==> src/rtl/game_ctrl_fsm.sv <==
// game_ctrl_fsm -- match controller feeding the screen selector.
//
// Runs one match: START -> alternating SHOOTER/KEEPER kicks -> WINNER/LOOSER.
// Each resolved kick is held on screen for HOLD_CYCLES cycles before the
// controller moves on. After every KEEPER kick a round is complete. After
// ROUNDS regulation rounds a tie continues as sudden death, one round at a time.
//
// Ports
//   clk, rst       clock; synchronous active-high reset
//   start_btn      1-cycle pulse; starts a match while in START
//   mode_sel       0=SOLO, 1=MULTI; latched when start_btn is accepted
//   restart        1-cycle pulse; returns to START from any state (mode kept)
//   shot_done      1-cycle pulse; the current kick is resolved
//   shot_goal      qualifies shot_done; 1 = goal
//   game_state     g_state encoding from game_pkg
//   game_mode      latched mode
//   score          player points (saturating)
//   score_opp      opponent points (saturating)
//   round_counter  completed rounds (saturating)
//   is_scored      result of the last accepted kick
//
// All outputs are registered.

package game_pkg;
  typedef enum logic [2:0] {
    START   = 3'd0,
    KEEPER  = 3'd1,
    SHOOTER = 3'd2,
    WINNER  = 3'd3,
    LOOSER  = 3'd4
  } g_state;

  localparam logic SOLO  = 1'b0;
  localparam logic MULTI = 1'b1;
endpackage

module game_ctrl_fsm #(
  parameter int ROUNDS      = 5,
  parameter int SCORE_W     = 4,
  parameter int ROUND_W     = 4,
  parameter int HOLD_CYCLES = 65_000_000
) (
  input  logic               clk,
  input  logic               rst,
  input  logic               start_btn,
  input  logic               mode_sel,
  input  logic               restart,
  input  logic               shot_done,
  input  logic               shot_goal,
  output logic [2:0]         game_state,
  output logic               game_mode,
  output logic [SCORE_W-1:0] score,
  output logic [SCORE_W-1:0] score_opp,
  output logic [ROUND_W-1:0] round_counter,
  output logic               is_scored
);
  import game_pkg::*;

  // The counter is loaded with HOLD_CYCLES-1, so clog2(HOLD_CYCLES) bits suffice.
  localparam int                 HOLD_W    = (HOLD_CYCLES > 1) ? $clog2(HOLD_CYCLES) : 1;
  localparam logic [HOLD_W-1:0]  HOLD_LOAD = HOLD_W'(HOLD_CYCLES - 1);
  localparam logic [ROUND_W-1:0] ROUNDS_L  = ROUND_W'(ROUNDS);

  g_state               state_q, state_n;
  logic                 mode_q, mode_n;
  logic [SCORE_W-1:0]   score_q, score_n;
  logic [SCORE_W-1:0]   opp_q, opp_n;
  logic [ROUND_W-1:0]   round_q, round_n;
  logic                 is_q, is_n;
  logic                 hold_q, hold_n;
  logic [HOLD_W-1:0]    cnt_q, cnt_n;
  logic [ROUND_W-1:0]   round_inc;

  function automatic logic [SCORE_W-1:0] sat_add(input logic [SCORE_W-1:0] v,
                                                 input logic inc);
    if (inc && (v != '1)) return v + SCORE_W'(1);
    return v;
  endfunction

  always_ff @(posedge clk) begin
    if (rst) begin
      state_q <= START;
      mode_q  <= MULTI;
      score_q <= '0;
      opp_q   <= '0;
      round_q <= '0;
      is_q    <= 1'b0;
      hold_q  <= 1'b0;
      cnt_q   <= '0;
    end else begin
      state_q <= state_n;
      mode_q  <= mode_n;
      score_q <= score_n;
      opp_q   <= opp_n;
      round_q <= round_n;
      is_q    <= is_n;
      hold_q  <= hold_n;
      cnt_q   <= cnt_n;
    end
  end

  always_comb begin
    state_n   = state_q;
    mode_n    = mode_q;
    score_n   = score_q;
    opp_n     = opp_q;
    round_n   = round_q;
    is_n      = is_q;
    hold_n    = hold_q;
    cnt_n     = cnt_q;
    round_inc = (round_q == '1) ? round_q : round_q + ROUND_W'(1);

    if (restart) begin
      // restart outranks every other event in the same cycle
      state_n = START;
      score_n = '0;
      opp_n   = '0;
      round_n = '0;
      is_n    = 1'b0;
      hold_n  = 1'b0;
      cnt_n   = '0;
    end else begin
      unique case (state_q)
        START: begin
          if (start_btn) begin
            state_n = SHOOTER;
            mode_n  = mode_sel;
            score_n = '0;
            opp_n   = '0;
            round_n = '0;
            is_n    = 1'b0;
          end
        end

        SHOOTER, KEEPER: begin
          if (hold_q) begin
            if (cnt_q == '0) begin
              hold_n = 1'b0;
              if (state_q == SHOOTER) begin
                state_n = KEEPER;
              end else begin
                // Round just completed: decide on the incremented count.
                round_n = round_inc;
                if (round_inc < ROUNDS_L)   state_n = SHOOTER;
                else if (score_q > opp_q)   state_n = WINNER;
                else if (score_q < opp_q)   state_n = LOOSER;
                else                        state_n = SHOOTER;
              end
            end else begin
              cnt_n = cnt_q - HOLD_W'(1);
            end
          end else if (shot_done) begin
            is_n   = shot_goal;
            hold_n = 1'b1;
            cnt_n  = HOLD_LOAD;
            if (state_q == SHOOTER) score_n = sat_add(score_q, shot_goal);
            else                    opp_n   = sat_add(opp_q, shot_goal);
          end
        end

        WINNER, LOOSER: ;

        default: state_n = START;
      endcase
    end
  end

  assign game_state    = state_q;
  assign game_mode     = mode_q;
  assign score         = score_q;
  assign score_opp     = opp_q;
  assign round_counter = round_q;
  assign is_scored     = is_q;

endmodule

==> config.mk <==
export PLATFORM = sky130hd
export DESIGN_NAME = game_ctrl_fsm
export DESIGN_NICKNAME = d
export VERILOG_FILES = /design/src/rtl/game_ctrl_fsm.sv
export SDC_FILE = /design/constraint.sdc
export NUM_CORES = 1
export LEC_CHECK = 0
export ABC_AREA = 1
export BUFFER_PORTS_ARGS = -buffer_cell sky130_fd_sc_hd__buf_2
export CAP_MARGIN = 40
export CORE_ASPECT_RATIO = 1.2
export CORE_MARGIN = 2
export CORE_UTILIZATION = 40
export DETAILED_ROUTE_END_ITERATION = 16
export PLACE_DENSITY = 0.67
export SLEW_MARGIN = 20
export SYNTH_ARGS = -nofsm -noshare
export SYNTH_HDL_FRONTEND = slang
export SYNTH_SLANG_ARGS = --single-unit
==> constraint.sdc <==
create_clock -name clk -period 2.2 [get_ports clk]
set_input_delay 0.11 -clock clk [delete_from_list [all_inputs] [get_ports clk]]
set_output_delay 0.11 -clock clk [all_outputs]
set_load 0.01 [all_outputs]
==> results.md, run 1 <==
* Adder-Cell Fraction of Synth Area at 3.71%
* Worst Setup End Kind: flop
* Layout cell share with drive strength beyond 1 at 14.7%
* Nets at approximately 500
* Slew headroom at about two thirds
* Mapped Cells at 459
* Period utilization at 83.6%
* CTS Root Cell: clkbuf_8
* Initial DRC count at 140
* I/O Pins at 24
* Vias/cell at 5.23
* Yosys reg bits at 44
* Post-synthesis sequential area ratio at 29.0%
* Power density cells at 532 nW/um^2
* Most used flip-flop cell after synthesis: dfxtp_1
* Cell variety after synth at 37
* Post-Route WL at 7540 um
* Startpoint types: flop
* Worst endpoint data arrival time at 2.08 ns
* Crit path largest cell delay at 0.32 ns
* PortBufs at 23
* H-Tree Depth at 2
* Wire per inst at 13.1 um
* Area share of and/or/nand/nor cells after synthesis at 40.2%
* Post-CTS Resized at 0
* Multiplexer share of the synthesized area at 0%
* First-pass GRT wire length at between 10,000 and 15,000 um
* DP Worst Slack at 0.432 ns
* Area delta synth->final at 9.06%
* Max cap viols at 0
* Setup tns final at 0 ns
* Routability cong. at 0.902
* Crit path max-delay cell type: dfxtp_1
* Initial antenna violation count at 0
* Async set-reset flop share out of synthesis at 0%
* RSZ-0062 raised after global routing: false
* Clk slew on worst S/H paths at 0.09 ns
* Die area at approximately 8300 um^2
* Req. time, crit path at approximately 2.4 ns
* Post-Syn Nets at 475
* Top-area cell type share of the netlist area at 29.0%
* Setup-failing EPs final at 0
* Initial cell density of the core at 41.5%
* Site row count at 34
* Final WS setup at between 0.3 and 0.4 ns
* Post CTS Setup Buffer Count at 0
* Slew @ Worst Pin at between 0.5 and 0.6 ns
* Count of hold-fix buffers inserted at cts at 0
* Leak at 1.46 nW
* Largest family of logic cells by synthesized area: simple AND/OR/NAND/NOR gates
* Clock skew at 0.0125 ns
* Crit path cell chain: inv_1 -> ha_1 -> nand2_1 -> nor2_1 -> nand3_1 -> or2_2 -> nand3_1 -> nand2_1 -> a21oi_1
* Final Instance Count excl. Fillers at 574
* Max Slew Vio Count at 0
* Overall routing resource usage at 18.8%
* Synth Area in XOR/XNOR at 3.46%
* Worst Hold Class: in2reg
* Yosys Warn Count at 0
* Core ar. at roughly 7300 um^2
* HPWL Detailed at 5560 um
* F_max at 544 MHz
* Final hold viol count at 0
* Final Critical Period at 1.84 ns
* Clock Latency Late Sink at 0.31 ns
* CTS tree: built
* Die width at roughly 84 um
* Maximum vdd drop at 0.000245 V
* Crit Path Class: reg2reg
* Vias in the first global route at 2,826
* FILL cells at 780
* Placed Instances at 566
* Cell taking the most area after synthesis: dfxtp_1
* CTS sink count at 44
* Tot Pwr at approximately 0.0018 W
* Compound-gate portion of the synthesized area at around 14%
* Top cells by count, synth: nand2_1, nor2_1, nand3_1
* DIE HEIGHT at around 100 um
* Cts bufs inserted at 5
* DR DRC count at 0
* Post-Synthesis Cell Area at 3040 um^2
* Bufs on Longest Clock Path at 2
* Syn Area/Cell at 6.62 um^2
* Most frequent cell after synthesis: nand2_1
* N_diodes at 0
* Vias at ~3,000
* Number of synthesized flops with an enable pin at 0
* Max FO, Critical Path at 7
* Status: finished, final reports clean
* Largest net degree at the start of global routing at 26
* Grt total ovfl at 0
* Top post-synthesis cells by area: dfxtp_1, nand2_1, nand3_1, nor2_1, a21oi_1
* ANT nets after route at 0
* Drt pass-1 iters at 4
[cell type report]
| cell class | count | area (um^2) | share of cell area, % |
|---|---|---|---|
| multi-input cells | 354 | 1860 | 56.3 |
| clock buffers | 6 | 72.6 | 2.19 |
| flip-flops and latches | 44 | 881 | 26.6 |
| repair buffers | 30 | 168 | 5.06 |
| well taps | 90 | 113 | 3.40 |
| inverters | 48 | 180 | 5.44 |
| clock inverters | 2 | 35.0 | 1.06 |
[critical path: cells and delay by family, from the launching register on]
kind	cells	cell delay, ns
flip-flops	1	0.32
buffers and inverters	1	0.16
AO/OA/AOI/OAI	1	0.12
AND/OR/NAND/NOR	6	0.88
adder cells (fa/ha/maj)	1	0.29
[state kept, by name, indices dropped and copies added, names as in the netlist]
register / count
is_scored: 1
score_opp: 4
cnt_q: 26
round_counter: 4
game_state: 3
score: 4
hold_q: 1
game_mode: 1
[cell families after synthesis]
family / count (synthesis)
AND/OR/NAND/NOR: 259
buffers and inverters: 61
flip-flops: 44
adder cells (fa/ha/maj): 9
AO/OA/AOI/OAI: 74
XOR/XNOR: 12
[through the flow]
stage                     hold slack [ns]  util (%)  area [um^2]
after floorplan                     0.221         -         3040
after global placement              0.329      43.8         3210
after detailed placement            0.327      43.8         3210
after CTS                         0.00763      45.3         3310
after global routing               0.0124      45.3         3310
final                              0.0106      45.3         3310
[worst paths after layout]
kind                                              from                      to  slack [ns]  cells past startpoint
worst max-delay path             cnt_q[0]$_SDFFE_PP0P_  cnt_q[22]$_SDFFE_PP0P_        0.36                      9
worst min register to register  is_scored$_SDFFE_PP0P_  is_scored$_SDFFE_PP0P_        0.47                      2
worst max register to register   cnt_q[0]$_SDFFE_PP0P_  cnt_q[22]$_SDFFE_PP0P_        0.36                      9
worst min-delay path                               rst  game_mode$_SDFFE_PP1P_        0.01                      2
[power breakdown]
part | switching, W | internal (W)
clock | 0.000290 | 0.000338
combinational | 0.000200 | 0.000112
sequential | 0.0000145 | 0.000808
[layout by cell type, fill, tap and decap left out, types with 2 or more instances in the layout]
cell / n
nand2_1: 92
nor2_1: 65
nand3_1: 52
inv_1: 45
dfxtp_1: 44
a21oi_1: 38
buf_2: 23
o21ai_0: 20
nand4_1: 19
ha_1: 9
nand3_2: 7
xor2_1: 7
buf_4: 7
nor2_2: 5
nand2_2: 5
xnor2_1: 5
or2_2: 5
clkbuf_8: 5
nor2_4: 3
a21o_1: 3
o31ai_1: 3
inv_2: 2
nor3_1: 2
o21ai_2: 2
a21oi_2: 2
a31oi_1: 2
nand3b_1: 2
[routing by layer]
metal | GRT usage, % | routed length, um | up-vias
li1 | - | - | 1561
met1 | 22.1 | 3380 | 1364
met2 | 34.7 | 3680 | 62
met3 | 3.07 | 300 | 13
met4 | 6.33 | 172 | 0
met5 | 0 | 0 | -
Power figures use the tool's default switching activity.
==> inputs of run 2 (changes only) <==
--- a/config.mk
+++ b/config.mk
@@ -12,7 +12,7 @@
 export CORE_MARGIN = 2
 export CORE_UTILIZATION = 40
 export DETAILED_ROUTE_END_ITERATION = 16
-export PLACE_DENSITY = 0.67
+export PLACE_DENSITY = 0.69
 export SLEW_MARGIN = 20
 export SYNTH_ARGS = -nofsm -noshare
 export SYNTH_HDL_FRONTEND = slang
==> constraint.sdc (replaced) <==
create_clock -name clk -period 1.51 [get_ports clk]
set_input_delay 0.0755 -clock clk [delete_from_list [all_inputs] [get_ports clk]]
set_output_delay 0.0755 -clock clk [all_outputs]
set_load 0.01 [all_outputs]
==> run 2 against run 1 <==
The run now ends with negative setup slack left. Clock skew is 0.0046 ns lower. Die area stayed put. Combinational power grew to 2.5 times the previous value. Total power is 55% higher. Largest power group unchanged.
==> results.md, run 2 (synthesis gave the netlist of run 1 again) <==
* HPWL Detailed at 6380 um (+15%)
* Vias in the first global route at 3,576 (+27%)
* Top delay family on crit path: simple AND/OR/NAND/NOR gates
* CTS tree: built
* Power density cells at 576 nW/um^2 (+8.3%)
* Commonest non-fill, non-tap cell in the layout: buf_4
* Layout cell share with drive strength beyond 1 at 47.8% (+33 points)
* Flop pwr share at 43.7% (-3.0 points)
* Tot Pwr at 0.00273 W (+55%)
* Switching Share at 32.3% (+3.6 points)
* Bufs on Longest Clock Path at 2 (unchanged)
* Wire per inst at 15.3 um (+17%)
* Grt total ovfl at 0 (unchanged)
* RR Endpoint: hold_q$_SDFFE_PP0P_
* Die area at 8310 um^2 (unchanged)
* Slew @ Worst Pin at 0.370 ns (-0.145 ns)
* FILL cells at 566 (-27%)
* DIE HEIGHT at 99.5 um (unchanged)
* N_diodes at 0 (unchanged)
* DP Worst Slack at -0.133 ns (-0.566 ns)
* Max FO, Critical Path at 12 (+5)
* Crit path cell chain: nor2_2 -> nand2_2 -> nor2_4 -> nand2_4 -> o21ai_4 -> buf_12 -> nand2_8 -> o21ai_2 -> inv_1
* Reg2reg start: cnt_q[18]$_SDFFE_PP0P_
* Core ar. at 7320 um^2 (unchanged)
* Initial DRC count at 180 (+29%)
* RSZ-0062 raised after global routing: true
* PortBufs at 23 (unchanged)
* DR DRC count at 0 (unchanged)
* Drt pass-1 iters at 5 (+1)
* Worst Hold Path Cells at 2 (unchanged)
* Leak at 2.13 nW (+46%)
* Vias at 3,678 (+23%)
* Failing checks: negative setup slack
* Initial antenna violation count at 0 (unchanged)
* Hold Path End: game_mode$_SDFFE_PP1P_
* Gate power share at 28.9% (+11 points)
* Max cap viols at 0 (unchanged)
* Slew headroom at 75.3% (+9.8 points)
* Crit path max-delay cell type: dfxtp_2
* Clk slew on worst S/H paths at 0.09 ns (about the same)
* Req. time, crit path at 1.71 ns (-0.73 ns)
* Worst Hold Class: in2reg
* Crit path largest cell delay at 0.33 ns (about the same)
* Overall routing resource usage at 23.7% (+4.9 points)
* Initial cell density of the core at 41.5% (unchanged)
* Internal power at 0.00185 W (+47%)
* Final hold viol count at 0 (unchanged)
* Final Critical Period at 1.69 ns (-0.150 ns)
* Crit Path Class: reg2reg
* Startpoint types: flop
* H-Tree Depth at 2 (unchanged)
* Switch Pwr at 0.000880 W (+74%)
* Final WS setup at -0.180 ns (-0.540 ns)
* Status: finished with violations
* Clock Latency Late Sink at 0.31 ns (about the same)
* Worst Setup End Kind: flop
* CTS Root Cell: clkbuf_8
* Period utilization at 112% (+28 points)
* First-pass GRT wire length at 16,100 um (+25%)
* Cts bufs inserted at 5 (unchanged)
* Die width at 83.6 um (unchanged)
* ANT nets after route at 0 (unchanged)
* Setup tns final at -3.85 ns (-3.85 ns)
* F_max at 592 MHz (+8.9%)
* Routability cong. at 0.873 (-3.1%)
* Max Slew Vio Count at 0 (unchanged)
* CP bufs+invs at 2 (+1)
* Clock share of power at 27.3% (-8.3 points)
* Hold_sp: mode_sel
* Flip-flop count of the largest register after layout at 26 (unchanged)
* CTS sink count at 44 (unchanged)
* FF-to-FF path depth at 9 (unchanged)
* Post-Route WL at 10,400 um (+38%)
* I/O Pins at 24 (unchanged)
* Vias/cell at 5.44 (+4.1%)
* Maximum vdd drop at 0.000403 V (+65%)
* Largest net degree at the start of global routing at 19 (-27%)
* Site row count at 34 (unchanged)
* Worst endpoint data arrival time at 1.89 ns (-0.19 ns)
* Most frequent cells in the layout: buf_4, nand2_1, inv_1, nand3_1, nor2_1
* Setup-failing EPs final at 33 (+33)
* Nets at 602 (+21%)
* Hold slack at 0.00707 ns (-0.00352 ns)
* Finished Core Util at 64.6% (+19 points)
* Clock skew at 0.00792 ns (-0.00461 ns)
* Top reg by flops: cnt_q
* Slack of the worst reg-to-reg path at -0.18 ns (-0.54 ns)
* Area delta synth->final at 55.6%
==> run 2: cell count changes in the layout (fill, tap and decap cells not counted), moves of 15 or more <==
cell,before,now
nand2_1,92,77
nor2_4,3,18
o21ai_0,20,5
nor2_1,65,36
nand3_1,52,36
buf_4,7,90
dfxtp_1,44,28
==> run 2: worst max path at each step <==
stage                           startpoint                      to  slack (ns)  cells after the start
floorplan            cnt_q[0]$_SDFFE_PP0P_  cnt_q[22]$_SDFFE_PP0P_      0.0002                      9
global placement    cnt_q[16]$_SDFFE_PP0P_     hold_q$_SDFFE_PP0P_       -0.09                      8
detailed placement   cnt_q[1]$_SDFFE_PP0P_  cnt_q[22]$_SDFFE_PP0P_       -0.13                      9
CTS                 cnt_q[18]$_SDFFE_PP0P_  cnt_q[21]$_SDFFE_PP0P_       -0.07                      9
global route        cnt_q[10]$_SDFFE_PP0P_  cnt_q[25]$_SDFFE_PP0P_       -0.23                     10
finish              cnt_q[18]$_SDFFE_PP0P_     hold_q$_SDFFE_PP0P_       -0.18                      9
==> run 2: worst reg2reg max path, stage by stage (launching register included) <==
cell	delay, ns
dfxtp_2	0.33
nor2_2	0.19
nand2_2	0.11
nor2_4	0.12
nand2_4	0.08
o21ai_4	0.21
buf_12	0.19
nand2_8	0.12
o21ai_2	0.17
inv_1	0.05
==> run 2: what timing repair did <==
action / CTS / global route
endpoints found under the setup margin: 38 / 43
setup buffers: 13 / 6
pin swaps: 28 / 50
resized for setup: 83 / 101
endpoints found under the hold margin: 1 / 0
gates cloned: 4 / 0
hold buffers: 1 / 0
==> run 2: area by class of cell <==
| cell class | count | area, um^2 | share of cell area (%) |
|---|---|---|---|
| sequential | 44 | 908 | 19.2 |
| inverter | 48 | 190 | 4.02 |
| multi-input combinational | 356 | 2390 | 50.6 |
| timing repair buffer | 131 | 1050 | 22.1 |
| clock inverter | 1 | 5.00 | 0.106 |
| tap | 90 | 113 | 2.38 |
| clock buffer | 6 | 72.6 | 1.53 |
==> run 2: per-stage QoR <==
step                instance area, um^2  cells
floorplan                          3040    459
finish                             4730    676
detailed placement                 3800    645
global route                       4730    676
global placement                   3800    645
CTS                                4350    670
==> run 2: power groups by stage <==
stage	sequential, W	combinational [W]	clock, W
6_report	0.00119	0.000789	0.000745
2_1_floorplan	0.00123	0.000347	0
3_5_place_dp	0.00122	0.000580	0
5_1_grt	0.00119	0.000851	0.000797
3_3_place_gp	0.00122	0.000565	0
4_1_cts	0.00119	0.000671	0.000741
==> run 2: routing by layer <==
| layer | wire length, um | track usage, % |
|---|---|---|
| met4 | 426 | 10.5 |
| met3 | 440 | 3.15 |
| met1 | 4120 | 27.3 |
| met2 | 5380 | 43.8 |
| met5 | 0 | 0 |
